`config.mk`:
```
export PLATFORM = sky130hd
export DESIGN_NAME = somador_serial_param
export DESIGN_NICKNAME = d
export VERILOG_FILES = /design/src/rtl/somador_serial_param.sv
export SDC_FILE = /design/constraint.sdc
export NUM_CORES = 1
export LEC_CHECK = 0
export BUFFER_PORTS_ARGS = -buffer_cell sky130_fd_sc_hd__buf_4
export CAP_MARGIN = 0
export CORE_ASPECT_RATIO = 0.9
export CORE_MARGIN = 1.5
export CORE_UTILIZATION = 40
export DETAILED_ROUTE_END_ITERATION = 8
export PLACE_DENSITY_LB_ADDON = 0.25
export SLEW_MARGIN = 10
export SYNTH_ARGS = -nofsm -noshare
export SYNTH_HDL_FRONTEND = slang
export SYNTH_SLANG_ARGS = --single-unit
```
`constraint.sdc`:
```
create_clock -name clk -period 4.6 [get_ports clk]
set_input_delay 0.46 -clock clk [delete_from_list [all_inputs] [get_ports clk]]
set_output_delay 0.46 -clock clk [all_outputs]
set_load 0.02 [all_outputs]
```
`src/rtl/somador_serial_param.sv`:
```
// Digit-serial adder/subtractor: adds/subtracts two N-bit operands D bits
// per clock with a registered carry. Start/pronto/done handshake. The last
// result is held on S/C_out/overflow until the next operation completes.
module somador_serial_param #(
  parameter int N = 8,
  parameter int D = 2
) (
  input  logic         clk,
  input  logic         rst,
  input  logic         start,
  input  logic         sub,
  input  logic [N-1:0] A,
  input  logic [N-1:0] B,
  input  logic         C_in,
  output logic         pronto,
  output logic         done,
  output logic [N-1:0] S,
  output logic         C_out,
  output logic         overflow
);

  localparam int            ND   = N / D;
  localparam int            CW   = (ND > 1) ? $clog2(ND) : 1;
  localparam logic [CW-1:0] LAST = CW'(ND - 1);

  typedef enum logic [1:0] {IDLE, CALC, FIM} state_t;

  state_t        state;
  logic [CW-1:0] cnt;
  // a_sh doubles as the result register: operand digits leave at the LSB
  // end while sum digits enter at the MSB end, so after ND steps it holds S.
  logic [N-1:0]  a_sh;
  logic [N-1:0]  b_sh;
  logic          carry;
  logic          a_msb;
  logic          b_msb;

  logic [N-1:0]  b_prime;
  logic [D:0]    dig;
  logic [N-1:0]  a_next;
  logic [N-1:0]  b_next;

  // operand B inverted for subtraction (A + ~B + ~borrow)
  assign b_prime = sub ? ~B : B;

  // one digit of the ripple: low D bits of both shifters plus the carry
  always_comb begin
    dig = {1'b0, a_sh[D-1:0]} + {1'b0, b_sh[D-1:0]} + {{D{1'b0}}, carry};
  end

  generate
    if (D == N) begin : g_single
      assign a_next = dig[D-1:0];
      assign b_next = '0;
    end else begin : g_multi
      assign a_next = {dig[D-1:0], a_sh[N-1:D]};
      assign b_next = {{D{1'b0}}, b_sh[N-1:D]};
    end
  endgenerate

  // control FSM, datapath shifters and registered outputs
  always_ff @(posedge clk or posedge rst) begin
    if (rst) begin
      state    <= IDLE;
      cnt      <= '0;
      a_sh     <= '0;
      b_sh     <= '0;
      carry    <= 1'b0;
      a_msb    <= 1'b0;
      b_msb    <= 1'b0;
      S        <= '0;
      C_out    <= 1'b0;
      overflow <= 1'b0;
      done     <= 1'b0;
      pronto   <= 1'b1;
    end else begin
      case (state)
        IDLE: begin
          done <= 1'b0;
          if (start) begin
            a_sh   <= A;
            b_sh   <= b_prime;
            carry  <= sub ^ C_in;
            a_msb  <= A[N-1];
            b_msb  <= b_prime[N-1];
            cnt    <= '0;
            pronto <= 1'b0;
            state  <= CALC;
          end
        end
        CALC: begin
          a_sh  <= a_next;
          b_sh  <= b_next;
          carry <= dig[D];
          if (cnt == LAST) begin
            S        <= a_next;
            C_out    <= dig[D];
            overflow <= (a_msb == b_msb) && (a_next[N-1] != a_msb);
            done     <= 1'b1;
            state    <= FIM;
          end else begin
            cnt <= cnt + CW'(1);
          end
        end
        FIM: begin
          done   <= 1'b0;
          pronto <= 1'b1;
          state  <= IDLE;
        end
        default: begin
          done   <= 1'b0;
          pronto <= 1'b1;
          state  <= IDLE;
        end
      endcase
    end
  end

endmodule

```
; Yosys cells after proc, flatten, opt, wreduce, memory -nomap -nowiden
; Cells that the tools add are included.
[totals]
register_bits = 35
inputBits = 21
word_cells = 51
[classes]
muxes = 17
n_eq_ne = 7
reduce_logical = 9
bitwise = 3
n_addsub = 3
[op_table]
columns = cell, count
row1 = 8-bit case mux with 2 select lines, 2
row2 = 8-bit 2-to-1 mux, 3
row3 = 2-bit AND reduction, 5
row4 = 2-bit 2-to-1 mux, 4
row5 = 8-bit inverter, 1
row6 = 2-bit case mux with 2 select lines, 2
row7 = "2-bit inequality test, second input constant", 3
row8 = 1-bit 2-to-1 mux, 4
row9 = 1-bit case mux with 2 select lines, 2
row10 = 2-bit by 2-bit adder with 3-bit output, 1
row11 = 3-bit by 1-bit adder with 3-bit output, 1
row12 = 3-bit AND reduction, 1
row13 = "2-bit by 1-bit adder with 2-bit output, second input constant", 1
row14 = "2-bit by 1-bit equality test with 1-bit output, second input constant", 1
row15 = "2-bit equality test, second input constant", 1
row16 = 2-bit zero test, 1
row17 = 2-bit nonzero test, 1
row18 = 1-bit equality test, 1
row19 = 1-bit logical AND, 1
row20 = 1-bit inequality test, 1
row21 = 1-bit inverter, 1
row22 = 1-bit bitwise XOR, 1

; Logic depth before layout (Yosys ltp)
; Gate-level depths: netlist of the first run.
[depth]
word_depth = 4
mapped_depth = 5

; Worst setup path before layout of the first run
; OpenSTA, ideal clock, no wires.
[synth_timing]
path_kind = reg-to-reg
from = register a_sh[0]
to = register overflow
t_required_ns = 4.518
stages_incl_launch_ff = 6
arrival_ns = 1.735
path_slack_ns = 2.783
path_buffers = 0
synth_period_minus_slack_ns = 1.817
setup_time_ns = 0.082
cell_sequence = dfrtp_1 > inv_1 > fa_1 > fa_1 > or3_1 > a31oi_1
[synth_via]
elab_chain_len = 4
[synth_rtl]
columns = item, line
row1 = from (decl), 32  ; logic [N-1:0] a_sh;
row2 = from (signal assigned), 92  ; a_sh <= a_next;
row3 = 2-bit by 2-bit adder with 3-bit output, 48  ; dig = {1'b0, a_sh[D-1:0]} + {1'b0, b_sh[D-1:0]} + {{D{1'b0}}, carry};
row4 = 3-bit by 1-bit adder with 3-bit output, 48
row5 = 1-bit inequality test, 98  ; overflow <= (a_msb == b_msb) && (a_next[N-1] != a_msb);
row6 = 1-bit logical AND, 98
row7 = to (signal assigned), 98
row8 = to (decl), 19  ; output logic overflow
; Every way passes these cells.
; A chain may end at the register's enable or synchronous reset.

; Worst setup path after layout of the first run
[layout_timing]
from = register state[0]
to = register overflow
[layout_via]
elab_chain_len = 2
[layout_rtl]
columns = item, line
row1 = from (decl), 28  ; state_t state;
row2 = from (signal assigned), 64  ; state <= IDLE;
row3 = from (signal assigned), 88  ; state <= CALC;
row4 = from (signal assigned), 100  ; state <= FIM;
row5 = 2-bit by 1-bit equality test with 1-bit output, 77  ; case (state)
row6 = 2-bit AND reduction (no line), -
; Every way passes these cells.

==> out/metrics.csv, run 1 <==
metric,value,unit
vias,1359,
cts_made_buffers,5,
synth-seq-cells,35,
grt_use_total,16.7,%
maxCapViolCount,0,
drtPass1Iterations,4,
end_kind,register,
cp.buffers_inverters,0,
die_w,72.7,µm
cp_slowest_stage_delay,0.87,ns
hpwlAfterDp,2420,µm
synth.area.mux_share,4.51,%
reg2reg_depth,3,
synthesis.area,1750,µm²
worstPathRequired,4.81,ns
cp_slowest_cell,dfrtp_1,
multi_input_area,758,µm²
die-area,4770,µm²
synthDistinctLibCells,32,
synthSimpleGateAreaFrac,9.96,%
wl_per_cell,15.2,µm
synth_fa_ha_area_share,3.01,%
rsz0062_at_grt,false,
power,1390,µW
synth_cells,163,
synth_compound_area_share,21.4,%
gp_congestion,0.760,
clockBufferDepth,2,
cts_setup_buffers,0,
timing.fmax,461,MHz
tns,0,ns
yosysSeqAreaShare,50.2,%
insertion_delay,0.29,ns
drt-total-wl,3630,µm
diodes,0,
tritoncts,done,
ctsHoldBuffers,0,
finalHoldWorstSlack,0.275,ns
drive_gt1_share,28.3,%
hold_path.class,in2async,
drt_iter0_drc,103,
rrSetupSlack,2.43,ns
setup_viol,0,
core,4130,µm²
fillerInstances,401,
maxSlewViolCount,0,
seqCellArea,877,µm²
htree_levels,2,
grt_max_degree,36,
cp_max_fo,27,
grt_antenna_before_repair,0,
synth_nets,187,
avgSynthCellArea,10.7,µm²
start_util,42.3,%
synth_xor_area_share,4.51,%
fp.dieH,65.7,µm
power.density,674,nW/µm²
finalHoldViolations,0,
cp.depth,3,
drc,0,
relSlewSlack,35.6,%
worst_pin_slew,0.963,ns
clk_pin_slew,0.08,ns
r2r_end,overflow,
outcome,"complete, no violations",
crit_type,reg2reg,
rows,22,
grt_overflow,0,
ios,33,
ir_drop,0.396,mV
cp.arrival,2.38,ns
fin_crit,2.17,ns
synth_top_family_by_area,compound AO/OA/AOI/OAI gates,
ant_nets,0,
finalNetCount,214,
crit_start,state[0],
vias_per_cell,5.69,
cts.sinks,35,
fin_util,50.1,%
skew,0.0109,ns
cts_resized,0,
reg2reg_from,state[0],
grt_pass1_wl,6100,µm
syn_to_final_growth,18.4,%
crit_chain,nor2b_1 -> a21oi_1 -> a31oi_1,
yosys_warnings,0,
cp_top_family,flip-flops,
cp-endpoint,overflow,
critPathLaunchType,register,
portBuffers,32,
grt_pass1_vias,1299,
min_period_over_period,47.2,%
root_buffer,clkbuf_8,
power.leakage,0.000955,µW
[worst min path at each step]
stage               endpoint  slack (ns)  depth (start not counted)
floorplan              b_msb        0.46                          2
CTS                 overflow        0.29                          3
finish              overflow        0.27                          3
global placement       C_out        0.47                          2
global route        overflow        0.32                          3
detailed placement      S[6]        0.48                          2
[cell type report]
class | instances | share of cell area [%]
Timing Repair Buffer | 33 | 12.0
Tap cell | 48 | 2.90
Sequential cell | 35 | 42.4
Clock buffer | 5 | 3.33
Multi-Input combinational cell | 104 | 36.7
Inverter | 11 | 2.00
Clock inverter | 3 | 0.726
[routing by layer]
metal	vias up	global-route usage (%)	part of all wire, %
met2	42	24.7	47
met3	2	5.06	5.6
met5	-	0	0
met1	685	23.2	47
met4	0	6.13	0.47
li1	630	-	-
[layout by cell type (no fill, tap or decap), types with 2 or more instances in the layout]
cell type	instances
mux2_2	7
clkbuf_8	5
a2bb2oi_1	4
nor3b_1	2
o32ai_1	7
nor2b_1	9
nand2_1	11
a21oi_1	10
a221o_2	5
inv_1	11
nand2b_1	3
dfrtp_1	34
nor2_1	4
a22o_1	3
xnor2_1	7
o21ai_0	12
buf_4	33
a22oi_1	6
xor2_1	2
fa_1	2
clkinv_2	3
[report_power, final]
part | leakage, µW | internal, µW | switching (µW)
clock network | 0.0000477 | 104 | 112
logic | 0.000470 | 300 | 289
registers | 0.000437 | 451 | 139
total | 0.000955 | 855 | 540
[stage by stage]
step | instance area (µm²) | worst slack, ns | instances
after global placement | 1980 | 2.57 | 231
final | 2070 | 2.43 | 239
after CTS | 2070 | 2.46 | 239
after global routing | 2070 | 2.28 | 239
after floorplan | 1750 | 2.78 | 163
after detailed placement | 1980 | 2.46 | 231
[state kept, by name (all words and copies together), names as in the netlist]
register,flops
C_out,1
S,8
a_msb,1
a_sh,8
b_msb,1
b_sh,8
carry,1
cnt,2
done,1
overflow,1
pronto,1
state,2
[synth_stat cells, drive strengths merged]
library cell  number  area (µm²)
a21o               1        7.51
a22o               3        26.3
o21ai             12        60.1
mux2               7        78.8
a2bb2oi            4        35.0
a21oi             10        50.1
fa                 2        40.0
nor2b              9        56.3
dfstp              1        26.3
xnor2              7        61.3
o32ai              7        61.3
dfrtp             34         851
nand3              1        5.00
a31oi              1        6.26
nor2               4        15.0
a221o              6        66.3
a22oi              6        45.0
or3b               1        8.76
ha                 1        12.5
buf                7        47.5
nand2b             3        18.8
a211o              1        8.76
o21bai             1        7.51
nand3b             1        7.51
nor3b              2        15.0
nand2             11        41.3
inv               11        41.3
clkbuf             6        22.5
xor2               2        17.5
or3                1        6.26
[cell families (layout without fill, tap and decap cells)]
logic type      after synthesis  count (layout)
compound gates               52              52
xor+xnor                      9               9
fa+ha+maj                     3               3
buf+inv                      24              52
flops                        35              35
mux                           7               7
simple gates                 33              33
[tightest hold or removal path, stage by stage]
cell and delay (ns):
buf_4 0.11, inv_1 0.04, buf_4 0.39
Note: power is estimated with default switching activity, not from simulation.
==> run 2: changes to the inputs <==
==> constraint.sdc (replaced) <==
create_clock -name clk -period 1.7 [get_ports clk]
set_input_delay 0.17 -clock clk [delete_from_list [all_inputs] [get_ports clk]]
set_output_delay 0.17 -clock clk [all_outputs]
set_load 0.02 [all_outputs]
==> run 2 against run 1 <==
  * Critical path depth up 2
  * Sequential share of layout area down 3.2 points
  * Power grew to 3.0 times the previous value
  * Setup slack got worse by 2.6 ns
  * Cell area grew 8.0%
  * The run now ends with negative setup slack left
  * Register-to-register slack worse by 2.6 ns
  * First-iteration DRC count down 25%
==> out/metrics.csv, run 2 (same netlist as run 1, synthesis figures left out) <==
metric,value,unit,change
outcome,"finished, violations left",,
violations,negative setup slack,,
hpwlAfterDp,2840,µm,+18%
ant_nets,0,,unchanged
post-place-cells,245,,+6.1%
worstPathRequired,1.91,ns,-2.90 ns
cp.depth,5,,+2
clk_pin_slew,0.07,ns,about the same
cp_slowest_cell,fa_1,,
reg2reg_depth,5,,+2
grt_pass1_vias,1369,,+5.4%
wl_per_cell,15.4,µm,+1.7%
core,4130,µm²,unchanged
drt_iter0_drc,77,,-25%
root_buffer,clkbuf_8,,
grt_pass1_wl,6560,µm,+7.5%
grt_antenna_before_repair,0,,unchanged
critPathLaunchType,register,,
cp.buffers_inverters,1,,+1
die-area,4770,µm²,unchanged
grt_overflow,0,,unchanged
layout_commonest_cell,buf_4,,
skew,0.00467,ns,-0.00622 ns
ir_drop,0.801,mV,+100%
drive_gt1_share,35.7,%,+7.4 points
start_util,42.3,%,unchanged
fillerInstances,373,,-7.0%
crit_chain,inv_2 -> fa_2 -> fa_1 -> or3_1 -> a31oi_1,,
fin_util,54.1,%,+4.0 points
htree_levels,2,,unchanged
power.density,1860,nW/µm²,+180%
cp_max_fo,3,,-89%
maxCapViolCount,0,,unchanged
hold-path-cell-count,3,,
worst_pin_slew,0.449,ns,-0.514 ns
die_w,72.7,µm,unchanged
maxSlewViolCount,0,,unchanged
clockBufferDepth,2,,unchanged
top_regs,"S (8), a_sh (8), b_sh (8)",,
fp.dieH,65.7,µm,unchanged
cp_top_family,adder cells,,
grt_use_total,18.6,%,+1.9 points
final_cells,258,,+7.9%
drt-total-wl,3980,µm,+9.8%
vias,1409,,+3.7%
min_period_over_period,108,%,+61 points
insertion_delay,0.29,ns,about the same
portBuffers,32,,unchanged
drtPass1Iterations,4,,unchanged
gp_congestion,0.779,,+2.6%
finalHoldViolations,0,,unchanged
tritoncts,done,,
finalNetCount,233,,+8.9%
cts_made_buffers,5,,unchanged
cts.sinks,35,,unchanged
fin_crit,1.84,ns,-0.334 ns
vias_per_cell,5.46,,-4.0%
rsz0062_at_grt,true,,
ios,33,,unchanged
crit_type,reg2reg,,
rows,22,,unchanged
diodes,0,,unchanged
relSlewSlack,70.1,%,+34 points
grt_max_degree,36,,unchanged
timing.fmax,545,MHz,+18%
syn_to_final_growth,27.9,%,
power.leakage,0.00105,µW,+9.9%
end_kind,register,,
cp_slowest_stage_delay,0.48,ns,-0.39 ns
layout_common_cells,"buf_4, dfrtp_1, nand2_1, o21ai_0, a21oi_1",,
setup_viol,3,,+3
hold_path.class,in2reg,,
timing.final.ws_setup,-0.136,ns,-2.57 ns
cp.arrival,2.05,ns,-0.33 ns
drc,0,,unchanged
-- run 2: cell count changes in the layout (fill, tap and decap cells not counted), moves of 2 or more --
cell	before	now
buf_4	33	51
clkinv_2	3	0
inv_1	11	9
clkbuf_8	5	7
inv_2	0	2
-- run 2: layout make-up --
type                    instances  area, µm²  share of cell area, %
well taps                      48       60.1                   2.69
multi-input cells             104        763                   34.2
inverters                      11       41.3                   1.85
flip-flops and latches         35        877                   39.2
clock buffers                   8        100                   4.48
repair buffers                 52        393                   17.6
-- run 2: stage by stage --
| step | TNS (ns) | total power (µW) | setup WS [ns] | cell area [µm²] | hold WS [ns] |
|---|---|---|---|---|---|
| 2_1_floorplan | -0.0610 | 2750 | -0.0610 | 1750 | 0.275 |
| 3_3_place_gp | -0.100 | 3340 | -0.0989 | 2090 | 0.301 |
| 3_5_place_dp | -0.259 | 3440 | -0.180 | 2090 | 0.313 |
| 4_1_cts | -0.129 | 4160 | -0.129 | 2220 | 0.104 |
| 5_1_grt | -0.375 | 4450 | -0.198 | 2230 | 0.111 |
| 6_report | -0.155 | 4160 | -0.136 | 2230 | 0.101 |
-- run 2: worst paths after layout --
path / from / end / slack (ns)
max reg2reg: carry / overflow / -0.14
min reg2reg: S[6] / S[6] / 0.49
max in group asynchronous: rst / pronto / 0.81
max: carry / overflow / -0.14
min in group asynchronous: rst / S[5] / 0.54
min: A[7] / a_msb / 0.10
-- run 2: repair_timing --
item / CTS / global route
buffers inserted: 2 / 2
endpoints found under the setup margin: 2 / 4
resized for setup: 1 / 2
hold endpoints to repair: 6 / 0
pin swaps: 1 / 0
hold buffers: 1 / 0
-- run 2: power breakdown --
part | total, µW | switching, µW | internal (µW) | leakage (µW)
Combinational | 1980 | 948 | 1030 | 0.000561
Sequential | 1520 | 300 | 1220 | 0.000437
Clock | 663 | 293 | 370 | 0.0000515
Total | 4160 | 1540 | 2620 | 0.00105
-- run 2: tightest hold or removal path: cells and delay by family --
family	cells	cell delay, ns
buffers and inverters	1	0.10
AND/OR/NAND/NOR	2	0.09
-- run 2: layer usage --
metal  vias to the layer above  share of wire [%]  track usage (%)
met3                         8                4.1             6.13
met4                         0                1.4             5.90
met5                         -                  0                0
li1                        670                  -                -
met2                        36                 48             29.0
met1                       695                 46             24.5
==> run 3: changes to the inputs <==
--- a/config.mk
+++ b/config.mk
@@ -5,6 +5,7 @@
 export SDC_FILE = /design/constraint.sdc
 export NUM_CORES = 1
 export LEC_CHECK = 0
+export ABC_AREA = 1
 export BUFFER_PORTS_ARGS = -buffer_cell sky130_fd_sc_hd__buf_4
 export CAP_MARGIN = 0
 export CORE_ASPECT_RATIO = 0.9
==> run 3 against run 2 <==
  * The run ends with negative hold slack left
  * First-iteration DRC count shrank 30%
  * Setup slack gained 0.16 ns
  * Synthesized cell count grew 29%
  * Synthesized area shrank 0.50%
  * Cell area shrank 5.3%
  * Flip-flop and latch count is the same
  * Die area shrank 0.48%
  * Combinational power shrank 11%
==> out/metrics.csv, run 3 <==
metric,value,unit,change
rrSetupSlack,0.02,ns,+0.16 ns
ant_nets,0,,unchanged
top_regs,"S (8), a_sh (8), b_sh (8)",,
worstPathRequired,1.88,ns,-0.03 ns
cts_made_buffers,5,,unchanged
hold_path.class,in2async,,
synth_cells,210,,+29%
ios,33,,unchanged
outcome,"finished, violations left",,
final_cells,298,,+16%
vias_per_cell,4.91,,-10%
relSlewSlack,71.3,%,+1.2 points
cp_max_fo,3,,unchanged
ys.flop_type,dfrtp_1,,
layout_common_cells,"nand2_1, nand3_1, buf_4",,
synth_top_cell_by_area,dfrtp_1,,
ys_async_sr_fraction,100,%,unchanged
drt_iter0_drc,54,,-30%
violations,negative hold slack,,
fin_crit,1.68,ns,-0.157 ns
ir_drop,0.754,mV,-5.8%
finalHoldViolations,34,,+34
clk_pin_slew,0.06,ns,about the same
min_period_over_period,98.7,%,-9.3 points
start_util,42.1,%,-0.21 points
drtPass1Iterations,4,,unchanged
hpwlAfterDp,2450,µm,-14%
synthDistinctLibCells,19,,-41%
wl_met1,1820,µm,-1.6%
power.density,1800,nW/µm²,-3.5%
gp_congestion,0.757,,-2.9%
crit_start,a_sh[0],,
post-place-cells,287,,+17%
yosysMostFrequentCell,nand2_1,,
maxCapViolCount,0,,unchanged
end_kind,register,,
finalHoldWorstSlack,-0.0170,ns,-0.118 ns
fp.dieH,65.5,µm,-0.24%
synth_nets,234,,+25%
met2WireLength,1560,µm,-18%
cp.arrival,1.85,ns,-0.20 ns
reg2reg_from,a_sh[0],,
rsz0062_at_grt,true,,
grt_use_total,17.0,%,-1.6 points
critPathLaunchType,register,,
synth-edff-count,0,,unchanged
wl_per_cell,12.0,µm,-22%
syn_to_final_growth,21.8,%,
drt-total-wl,3570,µm,-10%
drive_gt1_share,25.2,%,-11 points
synth-seq-cells,35,,unchanged
crit_type,reg2reg,,
tritoncts,done,,
grt_antenna_before_repair,0,,unchanged
maxSlewViolCount,0,,unchanged
die-area,4750,µm²,-0.48%
avgSynthCellArea,8.28,µm²,-23%
insertion_delay,0.28,ns,about the same
rows,22,,unchanged
portBuffers,32,,unchanged
synthesis.area,1740,µm²,-0.50%
seqCellArea,877,µm²,unchanged
htree_levels,2,,unchanged
grt_pass1_vias,1343,,-1.9%
timing.fmax,596,MHz,+9.4%
core,4130,µm²,unchanged
grt_pass1_wl,6210,µm,-5.3%
die_w,72.5,µm,-0.24%
diodes,0,,unchanged
dr_wl_met3,153,µm,-6.7%
yosys_warnings,0,,unchanged
setup_viol,0,,-3
clockBufferDepth,2,,unchanged
vias,1463,,+3.8%
cts.sinks,35,,unchanged
grt_overflow,0,,unchanged
yosysSeqAreaShare,50.5,%,+0.25 points
multi_input_area,727,µm²,-4.8%
synth_common_cells,"nand2_1, nand3_1, dfrtp_1, inv_1, nor2_1",,
skew,0.00242,ns,-0.00225 ns
fillerInstances,424,,+14%
layout_commonest_cell,nand2_1,,
power.leakage,0.00115,µW,+9.8%
synth_area_leaders,"dfrtp_1, nand2_1, nand3_1",,
drc,0,,unchanged
finalNetCount,273,,+17%
worst_pin_slew,0.431,ns,-0.0185 ns
synth_top_area_share,49.0,%,+0.25 points
grt_max_degree,36,,unchanged
root_buffer,clkbuf_8,,
highest_layer,met4,,
-- run 3: logic make-up (layout without fill, tap and decap cells) --
family	after synthesis	count (layout)	share of synthesized area (%)
AO/OA/AOI/OAI	3	3	1.51
XOR/XNOR	2	2	1.01
adder cells (fa/ha/maj)	3	3	3.02
buffers and inverters	28	68	8.14
flip-flops	35	35	50.5
AND/OR/NAND/NOR	139	139	35.9
-- run 3: worst paths after layout --
check	endpoint	cells after the start
max	overflow	8
min	S[7]	3
min reg2reg	S[5]	2
min in group clk	a_sh[4]	3
max reg2reg	overflow	8
max in group asynchronous	pronto	3
-- run 3: cell type report --
| cell class | count | area share, % |
|---|---|---|
| Inverter | 21 | 3.72 |
| Clock buffer | 7 | 3.61 |
| Multi-Input combinational cell | 147 | 34.3 |
| Sequential cell | 35 | 41.4 |
| Tap cell | 48 | 2.84 |
| Clock inverter | 1 | 0.236 |
| Timing Repair Buffer | 39 | 13.8 |
-- run 3: routing by layer --
metal	GRT usage (%)	up-vias
li1	-	737
met1	25.2	686
met2	24.5	34
met3	4.60	6
met4	4.25	0
met5	0	-
-- run 3: critical path, cell delays in order (launching register included) --
cell and delay (ns):
dfrtp_1 0.36, inv_2 0.05, fa_2 0.38, fa_1 0.53, inv_1 0.06, nand2_1 0.05
nand2_1 0.04, nand2_1 0.05, nand2_1 0.04
-- run 3: through the flow --
stage / cell area [µm²] / util (%) / setup WS [ns] / power (µW) / TNS, ns
after floorplan: 1740 / - / 0.0177 / 2680 / 0
after global placement: 2010 / 48.6 / -0.00376 / 3160 / -0.00376
after detailed placement: 2010 / 48.6 / -0.0404 / 3190 / -0.0404
after CTS: 2100 / 50.8 / -0.0131 / 3790 / -0.0131
after global routing: 2120 / 51.3 / -0.0451 / 4120 / -0.0451
final: 2120 / 51.3 / 0.0217 / 3810 / 0
-- run 3: what timing repair did --
action                                  4_1_cts  5_1_grt
endpoints found under the setup margin        2        2
hold buffers                                  0        0
pin swaps                                     3        3
resized for setup                             2        3
buffers inserted                              1        2
-- run 3: report_power, final --
| part | internal [µW] | total, µW | switching, µW |
|---|---|---|---|
| registers | 1210 | 1480 | 271 |
| logic | 727 | 1770 | 1040 |
| clock network | 287 | 560 | 273 |
